$ cat src/rtl/guarded_fsm.sv
// guarded_fsm: commits user-requested states only on hold/advance/abort, locks out after repeated
// rejects, and recovers a corrupted state register to 0. Define GUARDED_FSM_PARITY_EN for a parity bit.
module guarded_fsm #(
  parameter int STATE_W     = 3,
  parameter int NUM_STATES  = 5,
  parameter int MAX_REJECT  = 4,
  parameter int LOCK_CYCLES = 16
) (
  input  logic               clk,
  input  logic               rst_n,
  input  logic               req_valid,
  output logic               req_ready,
  input  logic [STATE_W-1:0] req_state,
  output logic               ack,
  output logic               nack,
  output logic [STATE_W-1:0] state_o,
  output logic               locked,
  output logic               fault,
  input  logic               clr_fault
);

  localparam int REJ_W  = $clog2(MAX_REJECT + 1);
  localparam int LOCK_W = $clog2(LOCK_CYCLES + 1);
  localparam logic [STATE_W:0]    NUM_EXT   = (STATE_W + 1)'(NUM_STATES);
  localparam logic [STATE_W-1:0]  SAFE      = {STATE_W{1'b0}};
  localparam logic [REJ_W-1:0]    REJ_ZERO  = {REJ_W{1'b0}};
  localparam logic [REJ_W-1:0]    REJ_LAST  = REJ_W'(MAX_REJECT - 1);
  localparam logic [REJ_W-1:0]    REJ_MAX   = REJ_W'(MAX_REJECT);
  localparam logic [LOCK_W-1:0]   LOCK_ZERO = {LOCK_W{1'b0}};
  localparam logic [LOCK_W-1:0]   LOCK_ONE  = LOCK_W'(1'b1);
  localparam logic [LOCK_W-1:0]   LOCK_LOAD = LOCK_W'(LOCK_CYCLES);

  typedef enum logic [0:0] {
    CTRL_ACTIVE = 1'b0,
    CTRL_LOCKED = 1'b1
  } ctrl_e;

  ctrl_e               r_ctrl;
  ctrl_e               w_ctrl_nxt;
  logic [STATE_W-1:0]  r_state;
  logic [STATE_W-1:0]  w_state_nxt;
  logic [REJ_W-1:0]    r_rej;
  logic [REJ_W-1:0]    w_rej_nxt;
  logic [LOCK_W-1:0]   r_lock_cnt;
  logic [LOCK_W-1:0]   w_lock_nxt;
  logic                r_ack;
  logic                w_ack_nxt;
  logic                r_nack;
  logic                w_nack_nxt;
  logic                r_fault;
  logic                w_fault_nxt;
  logic                w_accept;
  logic                w_legal;
  logic                w_range_bad;
  logic                w_integrity_bad;
  logic [STATE_W:0]    w_state_ext;
  logic [STATE_W:0]    w_req_ext;

  assign w_state_ext = {1'b0, r_state};
  assign w_req_ext   = {1'b0, req_state};
  assign w_range_bad = (w_state_ext >= NUM_EXT);

`ifdef GUARDED_FSM_PARITY_EN
  function automatic logic even_parity(input logic [STATE_W-1:0] v);
    return ^v;
  endfunction

  logic r_parity;

  // Parity bit tracks whatever value the state register takes next.
  always_ff @(posedge clk) begin
    if (!rst_n) begin
      r_parity <= 1'b0;
    end else begin
      r_parity <= even_parity(w_state_nxt);
    end
  end

  assign w_integrity_bad = w_range_bad | (r_parity != even_parity(r_state));
`else
  assign w_integrity_bad = w_range_bad;
`endif

  assign w_accept    = req_valid & (r_ctrl == CTRL_ACTIVE);
  assign w_legal     = (req_state == r_state) | (req_state == SAFE) |
                       ((w_req_ext == (w_state_ext + {{STATE_W{1'b0}}, 1'b1})) & (w_req_ext < NUM_EXT));
  // New detections win over a same-cycle clear.
  assign w_fault_nxt = w_integrity_bad | (r_fault & ~clr_fault);

  // Next-state decision: integrity recovery, then lock countdown, then request checking.
  always_comb begin
    w_ctrl_nxt  = r_ctrl;
    w_state_nxt = r_state;
    w_rej_nxt   = r_rej;
    w_lock_nxt  = r_lock_cnt;
    w_ack_nxt   = 1'b0;
    w_nack_nxt  = 1'b0;
    if (w_integrity_bad) begin
      w_state_nxt = SAFE;
      w_nack_nxt  = w_accept;
    end else begin
      case (r_ctrl)
        CTRL_ACTIVE: begin
          if (w_accept && w_legal) begin
            w_state_nxt = req_state;
            w_ack_nxt   = 1'b1;
            w_rej_nxt   = REJ_ZERO;
          end else if (w_accept) begin
            w_nack_nxt = 1'b1;
            if (r_rej >= REJ_LAST) begin
              w_ctrl_nxt = CTRL_LOCKED;
              w_rej_nxt  = REJ_MAX;
              w_lock_nxt = LOCK_LOAD;
            end else begin
              w_rej_nxt = r_rej + 1'b1;
            end
          end else begin
            w_rej_nxt = r_rej;
          end
        end
        CTRL_LOCKED: begin
          if (r_lock_cnt <= LOCK_ONE) begin
            w_ctrl_nxt  = CTRL_ACTIVE;
            w_state_nxt = SAFE;
            w_rej_nxt   = REJ_ZERO;
            w_lock_nxt  = LOCK_ZERO;
          end else begin
            w_lock_nxt = r_lock_cnt - LOCK_ONE;
          end
        end
        default: begin
          w_ctrl_nxt  = CTRL_ACTIVE;
          w_state_nxt = SAFE;
          w_rej_nxt   = REJ_ZERO;
          w_lock_nxt  = LOCK_ZERO;
        end
      endcase
    end
  end

  // State and response registers.
  always_ff @(posedge clk) begin
    if (!rst_n) begin
      r_ctrl     <= CTRL_ACTIVE;
      r_state    <= SAFE;
      r_rej      <= REJ_ZERO;
      r_lock_cnt <= LOCK_ZERO;
      r_ack      <= 1'b0;
      r_nack     <= 1'b0;
      r_fault    <= 1'b0;
    end else begin
      r_ctrl     <= w_ctrl_nxt;
      r_state    <= w_state_nxt;
      r_rej      <= w_rej_nxt;
      r_lock_cnt <= w_lock_nxt;
      r_ack      <= w_ack_nxt;
      r_nack     <= w_nack_nxt;
      r_fault    <= w_fault_nxt;
    end
  end

  assign state_o   = r_state;
  assign ack       = r_ack;
  assign nack      = r_nack;
  assign fault     = r_fault;
  assign locked    = (r_ctrl == CTRL_LOCKED);
  assign req_ready = ~locked;

endmodule

$ cat config.mk
export PLATFORM = sky130hd
export DESIGN_NAME = guarded_fsm
export DESIGN_NICKNAME = d
export VERILOG_FILES = /design/src/rtl/guarded_fsm.sv
export SDC_FILE = /design/constraint.sdc
export NUM_CORES = 1
export LEC_CHECK = 0
export CAP_MARGIN = 20
export CORE_ASPECT_RATIO = 0.7
export CORE_UTILIZATION = 51
export CTS_BUF_LIST = sky130_fd_sc_hd__clkbuf_2 sky130_fd_sc_hd__clkbuf_4 sky130_fd_sc_hd__clkbuf_8
export DETAILED_ROUTE_END_ITERATION = 16
export GPL_ROUTABILITY_DRIVEN = 1
export PLACE_DENSITY = 0.89
export SLEW_MARGIN = 20
export SYNTH_ARGS = -nofsm -noshare
export SYNTH_HDL_FRONTEND = slang
export SYNTH_SLANG_ARGS = --single-unit
$ cat constraint.sdc
create_clock -name clk -period 2.3 [get_ports clk]
set_clock_uncertainty 0.15 [all_clocks]
set_input_delay 0.46 -clock clk [delete_from_list [all_inputs] [get_ports clk]]
set_output_delay 0.46 -clock clk [all_outputs]
set_load 0.01 [all_outputs]
==> flow_summary.ini <==
[status]
status = complete, no violations

[route]
drt-initial-drc-count = 53
drtPass1Iterations = 4
wl_um = 2901
ant_nets = 0
routedWlPerCell_um = 16.12
remaining_drc_errors = 0
vias = 1099
via_per_inst = 6.106

[die]
initial_core_util_pct = 57.22
die_w_um = 58.17
core_area_mm2 = 0.001968
rows = 13
die-area_mm2 = 0.002403
die-height_um = 41.32
ios = 15

[critical_path]
cp_slowest_cell = or4b_4
path_class = reg -> reg
endpoint_kind = flip-flop
cp.arrival_ns = 2.31
start_kind = flip-flop
path_cells = inv_1, ha_4, xnor2_1, or4b_4, a22oi_4, o31ai_4, buf_12, a311oi_2
slowest_delay_ns = 0.50
critPathRequiredTime_ns = 2.38
cp_max_fo = 6

[sta]
max_freq_mhz = 447.9
final-max-slew-violation-count = 0
tightest_slew_ns = 0.4232
fin_crit_sh_pct = 97.07
setup_viol = 0
layout_min_cycle_time_ns = 2.233
hold_violations = 0
slew_headroom_pct = 71.40
worst_hold_slack_ns = 0.3320
timing.final.ws_setup_ns = 0.06737

[logic_synthesis]
netlist_instances = 126
synth-async-reset-ratio_pct = 0
synth_commonest_cells = dfxtp_1 (15), nand2_1 (12), inv_1 (8)
synth_area_per_cell_um2 = 8.937
synth_most_common_cell = dfxtp_1
ys_seq_elements = 15
yosys_warnings = 0
synth_top_area_cell = dfxtp_1
synth_edf_count = 0
synth.area.top_cells = dfxtp_1 (27%), ha_1 (6.7%), nand2_1 (4.0%)
synth_top_area_share_pct = 26.67
synth-main-ff-cell = dfxtp_1
synth_nets = 139
ys_seq_area_share_pct = 26.67
synth_cell_type_count = 48
syn_area_mm2 = 0.001126

[placement]
dp_slack_ns = -0.3657
placed_cell_area_mm2 = 0.001354
hpwl_um = 2184
io_buffers = 14
routabilityCongestion = 0.8694

[clock_tree]
h-tree-depth = 1
root_buffer = clkbuf_4
cts_buffer_depth = 2
cts_tree = done
cts_buffers = 3
clk_latency_ns = 0.30
clkSinkCount = 15
clkTransAtPathRegs_ns = 0.10

[power_and_ir_drop]
power_leakage_nw = 0.5758
p_per_area_mw_per_mm2 = 421.5
p_sw_mw = 0.1913
p_int_mw = 0.4199
p_total_mw = 0.6112
ir_drop_mv = 0.2709
clkPwrFrac_pct = 25.7
combPwrFrac_pct = 27.4
seqPwrFrac_pct = 46.9
power.share.switching_pct = 31.30

[min_path]
hp-class = reg -> reg

[global_routing]
grt_max_degree = 15
antenna_found_initial = 0
grt_pass1_vias = 950
track_usage_pct = 26.62
grt_pass1_wl_um = 4540
overflow = 0

[finish]
post-route-util_pct = 73.68
finalInstanceArea_mm2 = 0.001450
syn2layout_area_growth_pct = 28.78
layout.nets = 164
drive_above_1_share_pct = 22.00
diodes = 0

[job]
cap_violations = 0
layout by cell type (no fill, tap or decap), types with 2 or more instances in the layout:
cell	n
or3_1	3
clkdlybuf4s50_1	12
mux2i_1	3
o31ai_4	2
clkbuf_4	3
a31oi_1	2
ha_1	5
and2_1	2
nor2b_1	3
nor4_2	2
a211oi_1	2
nor2_1	2
a22o_1	4
a211o_1	2
inv_1	8
nor3_1	2
xnor2_1	2
nand3_1	5
a32o_1	2
dlymetal6s2s_1	2
nand2_1	12
dfxtp_2	2
a311oi_2	3
o21ai_0	5
nand2b_1	3
buf_4	11
a21oi_1	7
dfxtp_1	13
cell families (layout without fill, tap and decap cells):
| group | Yosys count | in the layout | share of synthesized area (%) |
|---|---|---|---|
| xor+xnor | 3 | 3 | 2.334 |
| fa+ha+maj | 6 | 6 | 6.666 |
| mux | 3 | 3 | 2.667 |
| compound gates | 41 | 41 | 33.22 |
| buf+inv | 15 | 39 | 6.666 |
| flops | 15 | 15 | 26.67 |
| simple gates | 43 | 43 | 21.78 |
metal layers:
metal	up-vias	GRT usage (%)	wire, um
li1	526	-	-
met1	522	33.27	1266
met3	10	6.790	186
met5	-	0	0
met2	41	47.41	1383
met4	0	7.143	65
state kept, by name, indices dropped and copies added, names as in the netlist:
signal and flops:
r_rej 3, fault 1, state_o 3, r_lock_cnt 5
nack 1, ack 1, locked 1
area by class of cell:
type | count | area, um2
inverters | 8 | 30.03
clock inverters | 1 | 5.005
fillers | 151 | 518.0
flip-flops and latches | 15 | 302.8
well taps | 30 | 37.54
repair buffers | 27 | 259.0
clock buffers | 3 | 22.52
multi-input cells | 96 | 793.3
worst paths after layout:
path	startpoint	to	slack [ns]	cells past startpoint
max	state_o[1]	r_lock_cnt[0]	0.07	8
min	fault	fault	0.33	2
max reg2reg	state_o[1]	r_lock_cnt[0]	0.07	8
min reg2reg	fault	fault	0.33	2
timing repair:
action | in CTS | in global routing
resized for setup | 3 | 5
hold buffers | 0 | 0
endpoints found under the setup margin | 5 | 12
setup buffers | 0 | 3
pin swaps | 2 | 3
critical path, delay by kind of cell (launching register included):
kind / cells / cell delay (ns)
compound gates: 3 / 0.62
simple gates: 1 / 0.50
flops: 1 / 0.33
buf+inv: 2 / 0.22
fa+ha+maj: 1 / 0.21
xor+xnor: 1 / 0.13
through the flow:
stage	cells	TNS (ns)
after floorplan	126	0
after global placement	173	-2.146
after detailed placement	173	-4.227
after CTS	177	-0.03092
after global routing	180	-0.006356
final	180	0
power groups by stage:
stage	Sequential [mW]	Combinational, mW	Clock, mW
final	0.287	0.167	0.157
after global routing	0.288	0.180	0.174
after CTS	0.286	0.154	0.159
after floorplan	0.292	0.0997	0
after global placement	0.290	0.144	0
after detailed placement	0.292	0.150	0
Note: power is estimated with default switching activity, not from simulation.
